$ cat src/rtl/pwm_pkg.sv
`default_nettype none
// +------------------------------------------------------------------------+
// | Package : pwm_pkg                                                       |
// | Purpose : Shared constants for the PWM duty-cycle fade datapath:        |
// |           fade FSM state encodings and default datapath widths.         |
// | Ports   : none (package)                                                |
// | Rev     : 1.0 - initial release                                         |
// +------------------------------------------------------------------------+
package pwm_pkg;

  localparam int DUTY_W_DEF = 8;
  localparam int DIV_W_DEF  = 16;

  localparam logic [1:0] FADE_IDLE = 2'd0;
  localparam logic [1:0] FADE_UP   = 2'd1;
  localparam logic [1:0] FADE_DOWN = 2'd2;

endpackage : pwm_pkg
`default_nettype wire

$ cat src/rtl/pwm_fade_controller_if.sv
`default_nettype none
// +------------------------------------------------------------------------+
// | Interface : pwm_fade_controller_if                                      |
// | Purpose   : Bundles the fade controller's control inputs and status     |
// |             outputs.                                                    |
// | Signals   : target_duty, ramp_en, step, rate_div  (master -> slave)     |
// |             duty_out, busy, done                  (slave -> master)     |
// | Rev       : 1.0 - initial release                                       |
// +------------------------------------------------------------------------+
interface pwm_fade_controller_if #(
  parameter int DUTY_W = pwm_pkg::DUTY_W_DEF,
  parameter int DIV_W  = pwm_pkg::DIV_W_DEF
);
  logic [DUTY_W-1:0] target_duty;
  logic              ramp_en;
  logic [DUTY_W-1:0] step;
  logic [DIV_W-1:0]  rate_div;
  logic [DUTY_W-1:0] duty_out;
  logic              busy;
  logic              done;

  modport master (
    output target_duty, ramp_en, step, rate_div,
    input  duty_out, busy, done
  );

  modport slave (
    input  target_duty, ramp_en, step, rate_div,
    output duty_out, busy, done
  );
endinterface : pwm_fade_controller_if
`default_nettype wire

$ cat src/rtl/fade_tick_gen.sv
`default_nettype none
// +------------------------------------------------------------------------+
// | Module  : fade_tick_gen                                                 |
// | Purpose : Ramp-rate prescaler. Counts 0..rate_div_i and raises tick_o   |
// |           in the cycle the count equals rate_div_i, then wraps to 0.    |
// | Ports   : clk, rst_n      clock / async active-low reset                 |
// |           clr_i          force the count back to 0 next cycle           |
// |           rate_div_i     tick period minus one                          |
// |           tick_o         combinational tick strobe                      |
// | Rev     : 1.0 - initial release                                         |
// +------------------------------------------------------------------------+
module fade_tick_gen #(
  parameter int DIV_W = 16
) (
  input  wire logic             clk,
  input  wire logic             rst_n,
  input  wire logic             clr_i,
  input  wire logic [DIV_W-1:0] rate_div_i,
  output logic                  tick_o
);

  logic [DIV_W-1:0] count_q;
  logic [DIV_W-1:0] count_d;

  // Equality compare only: if rate_div shrinks below the running count the
  // counter simply runs up to all-ones and wraps before matching again.
  assign tick_o = (count_q == rate_div_i);

  always_comb begin
    count_d = count_q + DIV_W'(1);
    if (clr_i || tick_o) begin
      count_d = '0;
    end
  end

  always_ff @(posedge clk or negedge rst_n) begin
    if (!rst_n) begin
      count_q <= '0;
    end else begin
      count_q <= count_d;
    end
  end

endmodule : fade_tick_gen
`default_nettype wire

$ cat src/rtl/pwm_fade_controller.sv
`default_nettype none
// +------------------------------------------------------------------------+
// | Module  : pwm_fade_controller                                           |
// | Purpose : Ramps the duty fed to the PWM peripheral toward the SPI       |
// |           target in programmable steps at a programmable rate.          |
// | Ports   : clk            system clock                                   |
// |           rst_n          async-assert / sync-release active-low reset   |
// |           fade_if.slave  target_duty, ramp_en, step, rate_div in;       |
// |                          duty_out, busy, done out                       |
// | Rev     : 1.0 - initial release                                         |
// +------------------------------------------------------------------------+
module pwm_fade_controller
  import pwm_pkg::*;
#(
  parameter int DUTY_W = DUTY_W_DEF,
  parameter int DIV_W  = DIV_W_DEF
) (
  input  wire logic             clk,
  input  wire logic             rst_n,
  pwm_fade_controller_if.slave  fade_if
);

  logic [1:0]        rst_sync_q;
  logic              rst_int_n;
  logic [1:0]        state_q;
  logic [1:0]        state_d;
  logic [DUTY_W-1:0] duty_q;
  logic [DUTY_W-1:0] duty_d;
  logic              done_q;
  logic              done_d;
  logic [DUTY_W-1:0] step_eff;
  logic [DUTY_W-1:0] gap;
  logic              tick;
  logic              tick_clr;

  // Reset asserts immediately, releases two clock edges after rst_n rises.
  always_ff @(posedge clk or negedge rst_n) begin
    if (!rst_n) begin
      rst_sync_q <= 2'b00;
    end else begin
      rst_sync_q <= {rst_sync_q[0], 1'b1};
    end
  end
  assign rst_int_n = rst_sync_q[1];

  assign step_eff = (fade_if.step == '0) ? DUTY_W'(1) : fade_if.step;

  // Prescaler restarts whenever the FSM is idle or about to change state, so
  // every ramp segment waits a full rate_div+1 period before its first step.
  assign tick_clr = (state_q == FADE_IDLE) || (state_d != state_q);

  fade_tick_gen #(
    .DIV_W (DIV_W)
  ) u_tick_gen (
    .clk        (clk),
    .rst_n      (rst_int_n),
    .clr_i      (tick_clr),
    .rate_div_i (fade_if.rate_div),
    .tick_o     (tick)
  );

  // Direction is re-derived every cycle from target vs. registered duty;
  // a direction change takes priority over a coincident tick. Landing is
  // detected on the remaining gap so the step never overshoots or wraps.
  always_comb begin
    state_d = state_q;
    duty_d  = duty_q;
    done_d  = 1'b0;
    gap     = '0;
    if (!fade_if.ramp_en) begin
      duty_d  = fade_if.target_duty;
      state_d = FADE_IDLE;
    end else if (fade_if.target_duty > duty_q) begin
      if (state_q != FADE_UP) begin
        state_d = FADE_UP;
      end else if (tick) begin
        gap = fade_if.target_duty - duty_q;
        if (gap <= step_eff) begin
          duty_d  = fade_if.target_duty;
          state_d = FADE_IDLE;
          done_d  = 1'b1;
        end else begin
          duty_d = duty_q + step_eff;
        end
      end
    end else if (fade_if.target_duty < duty_q) begin
      if (state_q != FADE_DOWN) begin
        state_d = FADE_DOWN;
      end else if (tick) begin
        gap = duty_q - fade_if.target_duty;
        if (gap <= step_eff) begin
          duty_d  = fade_if.target_duty;
          state_d = FADE_IDLE;
          done_d  = 1'b1;
        end else begin
          duty_d = duty_q - step_eff;
        end
      end
    end else begin
      // Target met without a step of ours: settle quietly, no done pulse.
      state_d = FADE_IDLE;
    end
  end

  always_ff @(posedge clk or negedge rst_int_n) begin
    if (!rst_int_n) begin
      state_q <= FADE_IDLE;
      duty_q  <= '0;
      done_q  <= 1'b0;
    end else begin
      state_q <= state_d;
      duty_q  <= duty_d;
      done_q  <= done_d;
    end
  end

  assign fade_if.duty_out = duty_q;
  assign fade_if.busy     = (state_q != FADE_IDLE);
  assign fade_if.done     = done_q;

endmodule : pwm_fade_controller
`default_nettype wire

$ cat src/flat_wrapper.sv
// flat-port wrapper written by rule: the top's interface ports become plain ports
module pwm_fade_controller_flat import pwm_pkg::*;
#(
  parameter int DUTY_W = DUTY_W_DEF,
  parameter int DIV_W  = DIV_W_DEF
)
  (clk, rst_n, fade_if_target_duty, fade_if_ramp_en, fade_if_step, fade_if_rate_div, fade_if_duty_out, fade_if_busy, fade_if_done);
  pwm_fade_controller_if #(.DUTY_W(DUTY_W), .DIV_W(DIV_W)) fade_if_i ();
  input  wire logic clk;
  input  wire logic rst_n;
  input wire logic [$bits(fade_if_i.target_duty)-1:0] fade_if_target_duty;
  input wire logic [$bits(fade_if_i.ramp_en)-1:0] fade_if_ramp_en;
  input wire logic [$bits(fade_if_i.step)-1:0] fade_if_step;
  input wire logic [$bits(fade_if_i.rate_div)-1:0] fade_if_rate_div;
  output wire logic [$bits(fade_if_i.duty_out)-1:0] fade_if_duty_out;
  output wire logic [$bits(fade_if_i.busy)-1:0] fade_if_busy;
  output wire logic [$bits(fade_if_i.done)-1:0] fade_if_done;
  assign fade_if_i.target_duty = fade_if_target_duty;
  assign fade_if_i.ramp_en = fade_if_ramp_en;
  assign fade_if_i.step = fade_if_step;
  assign fade_if_i.rate_div = fade_if_rate_div;
  assign fade_if_duty_out = fade_if_i.duty_out;
  assign fade_if_busy = fade_if_i.busy;
  assign fade_if_done = fade_if_i.done;
  pwm_fade_controller #(.DUTY_W(DUTY_W), .DIV_W(DIV_W)) u_core (.clk(clk), .rst_n(rst_n), .fade_if(fade_if_i));
endmodule
$ cat config.mk
export PLATFORM = sky130hd
export DESIGN_NAME = pwm_fade_controller_flat
export DESIGN_NICKNAME = d
export VERILOG_FILES = /design/src/rtl/pwm_pkg.sv /design/src/rtl/pwm_fade_controller_if.sv /design/src/rtl/fade_tick_gen.sv /design/src/rtl/pwm_fade_controller.sv /design/src/flat_wrapper.sv
export SDC_FILE = /design/constraint.sdc
export NUM_CORES = 1
export LEC_CHECK = 0
export ABC_AREA = 1
export CORE_MARGIN = 1
export CORE_UTILIZATION = 55
export DETAILED_ROUTE_END_ITERATION = 8
export PLACE_DENSITY = 0.79
export SLEW_MARGIN = 20
export SYNTH_ARGS = -nofsm -noshare
export SYNTH_HDL_FRONTEND = slang
export SYNTH_SLANG_ARGS = --single-unit
$ cat constraint.sdc
create_clock -name clk -period 2.1 [get_ports clk]
set_clock_uncertainty 0.1 [all_clocks]
set_input_delay 0.315 -clock clk [delete_from_list [all_inputs] [get_ports clk]]
set_output_delay 0.315 -clock clk [all_outputs]
set_load 0.02 [all_outputs]
* Word level (Yosys, flattened, before mapping) *
Index checks and enable logic that the tools add are counted.

cells by class
  $add $sub $neg = 5
  multiply operators = 0
  divide/modulo/power cells = 0
  order comparisons = 4
  equality and inequality tests = 9
  shift operators = 0
  muxes and demuxes = 29
  bitwise logic cells = 0
  reduce and logical (&&, ||, !) cells = 6

operators by type and width
  cell                                                             count
  8-bit 2-to-1 mux                                                 10
  8-bit subtractor                                                 3
  2-bit 2-to-1 mux                                                 9
  16-bit by 1-bit adder with 16-bit output, second input constant  1
  16-bit == test                                                   1
  8-bit less-or-equal comparator                                   2
  16-bit 2-to-1 mux                                                1
  1-bit 2-to-1 mux                                                 9
  3-bit != test, second input constant                             3
  8-bit adder                                                      1
  8-bit greater-than comparator                                    1
  8-bit zero test                                                  1
  8-bit < comparator                                               1
  5-bit AND reduction                                              1
  3-bit by 1-bit != test with 1-bit output, second input constant  1
  3-bit by 2-bit != test with 1-bit output, second input constant  1
  2-bit zero test                                                  1
  1-bit logical OR                                                 2
  2-bit by 1-bit != test with 1-bit output, second input constant  1
  2-bit != test                                                    1
  2-bit != test, second input constant                             1
  2-bit nonzero test                                               1

storage, ports and cells
  register bits = 29
  latch bits = 0
  bits in writable memories = 0
  ROM bits = 0
  input port bits = 35
  output and inout bits = 10
  memories kept = 0

* Longest topological paths before layout *
  word-level depth = 13
  mapped depth = 25
  mapped depth without buffers = 23

* By module *
A second synthesis with hierarchy kept.

second synthesis, totals
  cells, all modules = 616
  area, all modules = 3907.5 um^2

modules (own cells, without submodules)
  module               instances  cells each  area each (um^2)  sequential area each (um^2)
  pwm_fade_controller  1          436         2782.7            325.3
  fade_tick_gen        1          180         1124.8            400.4

* Worst setup path after synthesis *
Ideal clock, no wire load.

  path kind = register to register
  start = register u_core.duty_q[1] (netlist: u_core.fade_if.duty_out[1])
  end = register u_core.duty_q[2] (netlist: u_core.fade_if.duty_out[2])
  arrival time = 2.989 ns
  required time = 1.876 ns
  slack = -1.113 ns
  cell stages (with the launch flop) = 19
  buffers on the path = 1
  period minus slack after synthesis = 3.213 ns
  cell sequence = dfrtp_1 > inv_1 > ha_1 > nand2_1 > o21ai_0 > inv_1 > o221ai_1 > xor2_1 > ha_1 > a21oi_1 > o21a_1 > nand2_1 > nand2_1 > clkbuf_1 > nand2_1 > o211ai_1 > o21ai_0 > nand2_1 > nand3_1

on the way
  cells in the longest elaborated chain, start to end = 8
  elaborated cells on any way between the ends = 23

ends and longest elaborated chain
  item                            line                        source
  from (decl)                     pwm_fade_controller.sv:27   logic [DUTY_W-1:0] duty_q;
  from (signal assigned)          pwm_fade_controller.sv:112  duty_q <= duty_d;
  8-bit subtractor                pwm_fade_controller.sv:90   gap = duty_q - fade_if.target_duty;
  8-bit less-or-equal comparator  pwm_fade_controller.sv:91   if (gap <= step_eff) begin
  8-bit 2-to-1 mux                pwm_fade_controller.sv:91
  8-bit 2-to-1 mux                pwm_fade_controller.sv:89   end else if (tick) begin
  8-bit 2-to-1 mux                pwm_fade_controller.sv:87   if (state_q != FADE_DOWN) begin
  8-bit 2-to-1 mux                pwm_fade_controller.sv:86   end else if (fade_if.target_duty < duty_q) begin
  8-bit 2-to-1 mux                pwm_fade_controller.sv:73   end else if (fade_if.target_duty > duty_q) begin
  8-bit 2-to-1 mux                pwm_fade_controller.sv:70   if (!fade_if.ramp_en) begin

Several ways; a longest one is shown, not always the timed one. The select of a mux whose other input is x is not followed.
A chain may end at the register's enable or synchronous reset.

* Worst setup path in the final report *
  start = input port fade_if_target_duty[3]
  end = register u_core.u_tick_gen.count_q[7]

on the way
  cells in the longest elaborated chain, start to end = 12
  elaborated cells on any way between the ends = 19

ends and longest elaborated chain
  item                              line                       source
  from (decl)                       flat_wrapper.sv:11         input wire logic [$bits(fade_if_i.target_duty)-1:0] fade_if_target_duty;
  8-bit subtractor                  pwm_fade_controller.sv:90
  8-bit less-or-equal comparator    pwm_fade_controller.sv:91
  2-bit 2-to-1 mux                  pwm_fade_controller.sv:91
  2-bit 2-to-1 mux                  pwm_fade_controller.sv:89
  2-bit 2-to-1 mux                  pwm_fade_controller.sv:87
  2-bit 2-to-1 mux                  pwm_fade_controller.sv:86
  2-bit 2-to-1 mux *                pwm_fade_controller.sv:73
  2-bit 2-to-1 mux *                pwm_fade_controller.sv:70
  2-bit != test *                   pwm_fade_controller.sv:50  assign tick_clr = (state_q == FADE_IDLE) || (state_d != state_q);
  1-bit logical OR *                pwm_fade_controller.sv:50
  1-bit logical OR *                fade_tick_gen.sv:31        if (clr_i || tick_o) begin
  16-bit 2-to-1 mux *               fade_tick_gen.sv:31
  via u_core.u_tick_gen.count_d[7]  fade_tick_gen.sv:23        logic [DIV_W-1:0] count_d;
  to (signal assigned)              fade_tick_gen.sv:40        count_q <= count_d;
  to (decl)                         fade_tick_gen.sv:22        logic [DIV_W-1:0] count_q;

Mark *: on every way through the listed nets, which the timed path passes. The rest lies on a longest branch.

==> metrics.md <==
| Metric | Value |
|---|---|
| Drt initial violations | 560 |
| Vias after detailed routing | about 4,200 |
| Root Driver | clkbuf_8 |
| Final Hold Slack | 76.6 ps |
| CP bufs+invs | 5 |
| Critical path, cell by cell | clkdlybuf4s50_1 > buf_4 > inv_1 > ha_1 > a21oi_2 > nand2_2 > a21oi_2 > nor2_1 > nor2_1 > xor2_1 > inv_1 > ha_4 > nand2_4 > nor2_4 > nand4_1 > nand2_4 > nand3_2 > nand2_2 > nand2_2 > nand4_4 > clkbuf_16 > nor2_2 |
| Core ar. | 0.00639 mm^2 |
| Met2 Routed Length | 5980 um |
| 1st-pass router iterations | 5 |
| GRT overflow | 0 |
| Proportion of layout cells with a drive suffix above 1 | 31.1% |
| Clk Latency, worst-skew pair | between 200 and 300 ps |
| Max_cap viols | 0 |
| Area post-placement | slightly below 0.005 mm^2 |
| Routed Antenna Nets | 0 |
| Crit path kind | in -> reg |
| Hold buffers post-CTS | 0 |
| Vias in the first global route | 3,978 |
| HP Class | reg -> async |
| Drc violations | 0 |
| Die Y | about 83 um |
| Commonest cells after routing, fill and taps aside | nand2_1 (105), buf_4 (104), inv_1 (74), clkdlybuf4s50_1 (41), ha_1 (39) |
| Core Rows | 29 |
| Starting density of the core | between 50% and 60% |
| Commonest non-fill, non-tap cell in the layout | nand2_1 |
| Routability-driven placement congestion ratio | 0.958 |
| Number of enable flip-flop cells after synthesis | 0 |
| Status | finished, violations left |
| Largest delay share family, worst path | simple AND/OR/NAND/NOR gates |
| Most used DFF post-synth | dfrtp_1 |
| CP endpoint kind | flop |
| Final hold viol count | 0 |
| M1 WL | 4810 um |
| CTS tree | done |
| Slew headroom | 66.1% |
| Final Cell Area | between 0.005 and 0.006 mm^2 |
| Worst Path Max Fanout | 8 |
| Most used cell along the critical path | nand2_2 |
| TritonCTS Buffers | 5 |
| Clock transition at path regs | ~80 ps |
| DR WL met3 | 1110 um |
| GR Util All Layers | between 30 and 40% |
| # diodes | 0 |
| Buffers from clock root to sink, at most | 2 |
| Area delta synth->final | 42.8% |
| Total routed wirelength | 12,400 um |
| Async SR Flop Fraction | between 90% and 100% |
| Routed WL per cell | about 17 um |
| Fmax | 0.303 GHz |
| Pin count of the biggest net entering global routing | 20 |
| Maximum vdd drop | slightly above 0.8 mV |
| Register area share after synthesis | roughly a fifth |
| Detailed placement HPWL | 8480 um |
| Final setup violation count | 27 |
| Die W | ~83 um |
| Synthesized instance count | 509 |
| Worst path required time | 2170 ps |
| Arrival @ worst endpoint | about 3400 ps |
| RSZ-0062 raised after global routing | true |
| # fillers | 374 |
| Initial antenna violation count | 0 |
| First-pass GRT wire length | 18,200 um |
| Final min period | 3300 ps |
| Final Util | 81.7% |
| Die area | 0.00697 mm^2 |
| Syn_nets | ~600 |
| Max Used Layer | met4 |
| Clock sink count | 29 |
| Routed vias/inst | 5.78 |
| Final Total Pwr | 0.00635 W |
| CP peak stage delay | 510 ps |
| Synthesis Warnings | 0 |
| Slew Viols, Final | 0 |
| Startpoint types | primary input |
| CTS H-tree depth | 2 |
| Failing checks | setup timing |
| Tcrit/Tclk final | 157% |
| Pwr per Cell Area | roughly 1200 mW/mm^2 |
| IO Pins | 45 |
| Leakage | around 2.6 nW |
| Synth Area per Inst | 7.18 um^2 |
| CP max stage cell | clkdlybuf4s50_1 |
| Mapped Area | approximately 0.0037 mm^2 |
| I/O Buffers | 44 |
| Slew at the pin closest to its max-slew limit | 503 ps |
| Final net count | 735 |
| Number of synthesized register bits | 29 |
| Number of library cell types mapped by synthesis | 39 |
| Worst Setup Slack, final | -1200 ps |
==> sequential cells by signal (all words and copies together) (netlist names) <==
register,flops
u_core.fade_if.done,1
u_core.fade_if.duty_out,8
u_core.rst_sync_q,2
u_core.state_q,2
u_core.u_tick_gen.count_q,16
==> Yosys cell counts, types with 8 or more instances <==
cell | count | area share (%)
xnor2_1 | 15 | 3.6
dfrtp_1 | 29 | 20
ha_1 | 45 | 15
nor2_2 | 17 | 2.9
o21ai_0 | 19 | 2.6
inv_1 | 79 | 8.1
o211ai_1 | 8 | 1.6
xor2_1 | 31 | 7.4
nor2_1 | 32 | 3.3
a21oi_1 | 28 | 3.8
nand3_1 | 25 | 3.4
nand2_1 | 116 | 12
==> report_power, final <==
| group | internal, W | leakage (nW) | switching, W |
|---|---|---|---|
| Clock | 0.000229 | 0.0450 | 0.000228 |
| Sequential | 0.000657 | 0.373 | 0.0000793 |
| Combinational | 0.00231 | 2.18 | 0.00285 |
| Total | 0.00320 | 2.60 | 0.00315 |
==> per-layer routing <==
layer,GRT usage [%],up-vias
li1,-,1892
met2,57.4,271
met4,9.71,0
met5,0,-
met1,40.8,1985
met3,5.54,67
==> path summary, 6_finish.rpt <==
| check | from | to | slack (ps) | cells past startpoint |
|---|---|---|---|---|
| max in group asynchronous | u_core.rst_sync_q[1]$_DFF_PN0_ | u_core.u_tick_gen.count_q[4]$_DFF_PN0_ | 1190 | 1 |
| setup / recovery | fade_if_target_duty[3] | u_core.u_tick_gen.count_q[7]$_DFF_PN0_ | -1200 | 22 |
| hold reg to reg | u_core.rst_sync_q[1]$_DFF_PN0_ | u_core.fade_if.duty_out[4]$_DFFE_PN0P_ | 80 | 0 |
| min in group clk | u_core.rst_sync_q[0]$_DFF_PN0_ | u_core.rst_sync_q[1]$_DFF_PN0_ | 250 | 0 |
| hold / removal | u_core.rst_sync_q[1]$_DFF_PN0_ | u_core.fade_if.duty_out[4]$_DFFE_PN0P_ | 80 | 0 |
| setup reg to reg | u_core.fade_if.duty_out[0]$_DFFE_PN0P_ | u_core.u_tick_gen.count_q[7]$_DFF_PN0_ | -1170 | 22 |
==> through the flow <==
stage | setup WS (ps) | instances | TNS, ps
detailed placement | -1540 | 713 | -38500
CTS | -998 | 726 | -25440
floorplan | -860 | 509 | -21090
global placement | -1450 | 713 | -36760
global route | -1360 | 729 | -34880
finish | -1200 | 729 | -30350
==> kinds of logic after synthesis <==
family,synth area share [%]
compound gates,11.8
buf+inv,11.8
xor+xnor,11.0
fa+ha+maj,17.6
other cells,0.103
simple gates,27.9
flops,19.9
==> what timing repair did <==
action | CTS | global route
endpoints found under the hold margin | 0 | 0
buffers inserted | 5 | 1
gates resized for setup | 20 | 26
gates cloned | 0 | 2
pin swaps | 2 | 13
endpoints found under the setup margin | 27 | 27
==> area by class of cell <==
type | count | area (um^2) | share of cell area, %
Inverter | 82 | 315 | 6.05
Multi-Input combinational cell | 381 | 2700 | 51.7
Clock inverter | 2 | 10.0 | 0.192
Timing Repair Buffer | 152 | 1290 | 24.7
Sequential cell | 29 | 734 | 14.1
Tap cell | 77 | 96.3 | 1.85
Clock buffer | 6 | 72.6 | 1.39
(Power assumes the default switching activity.)
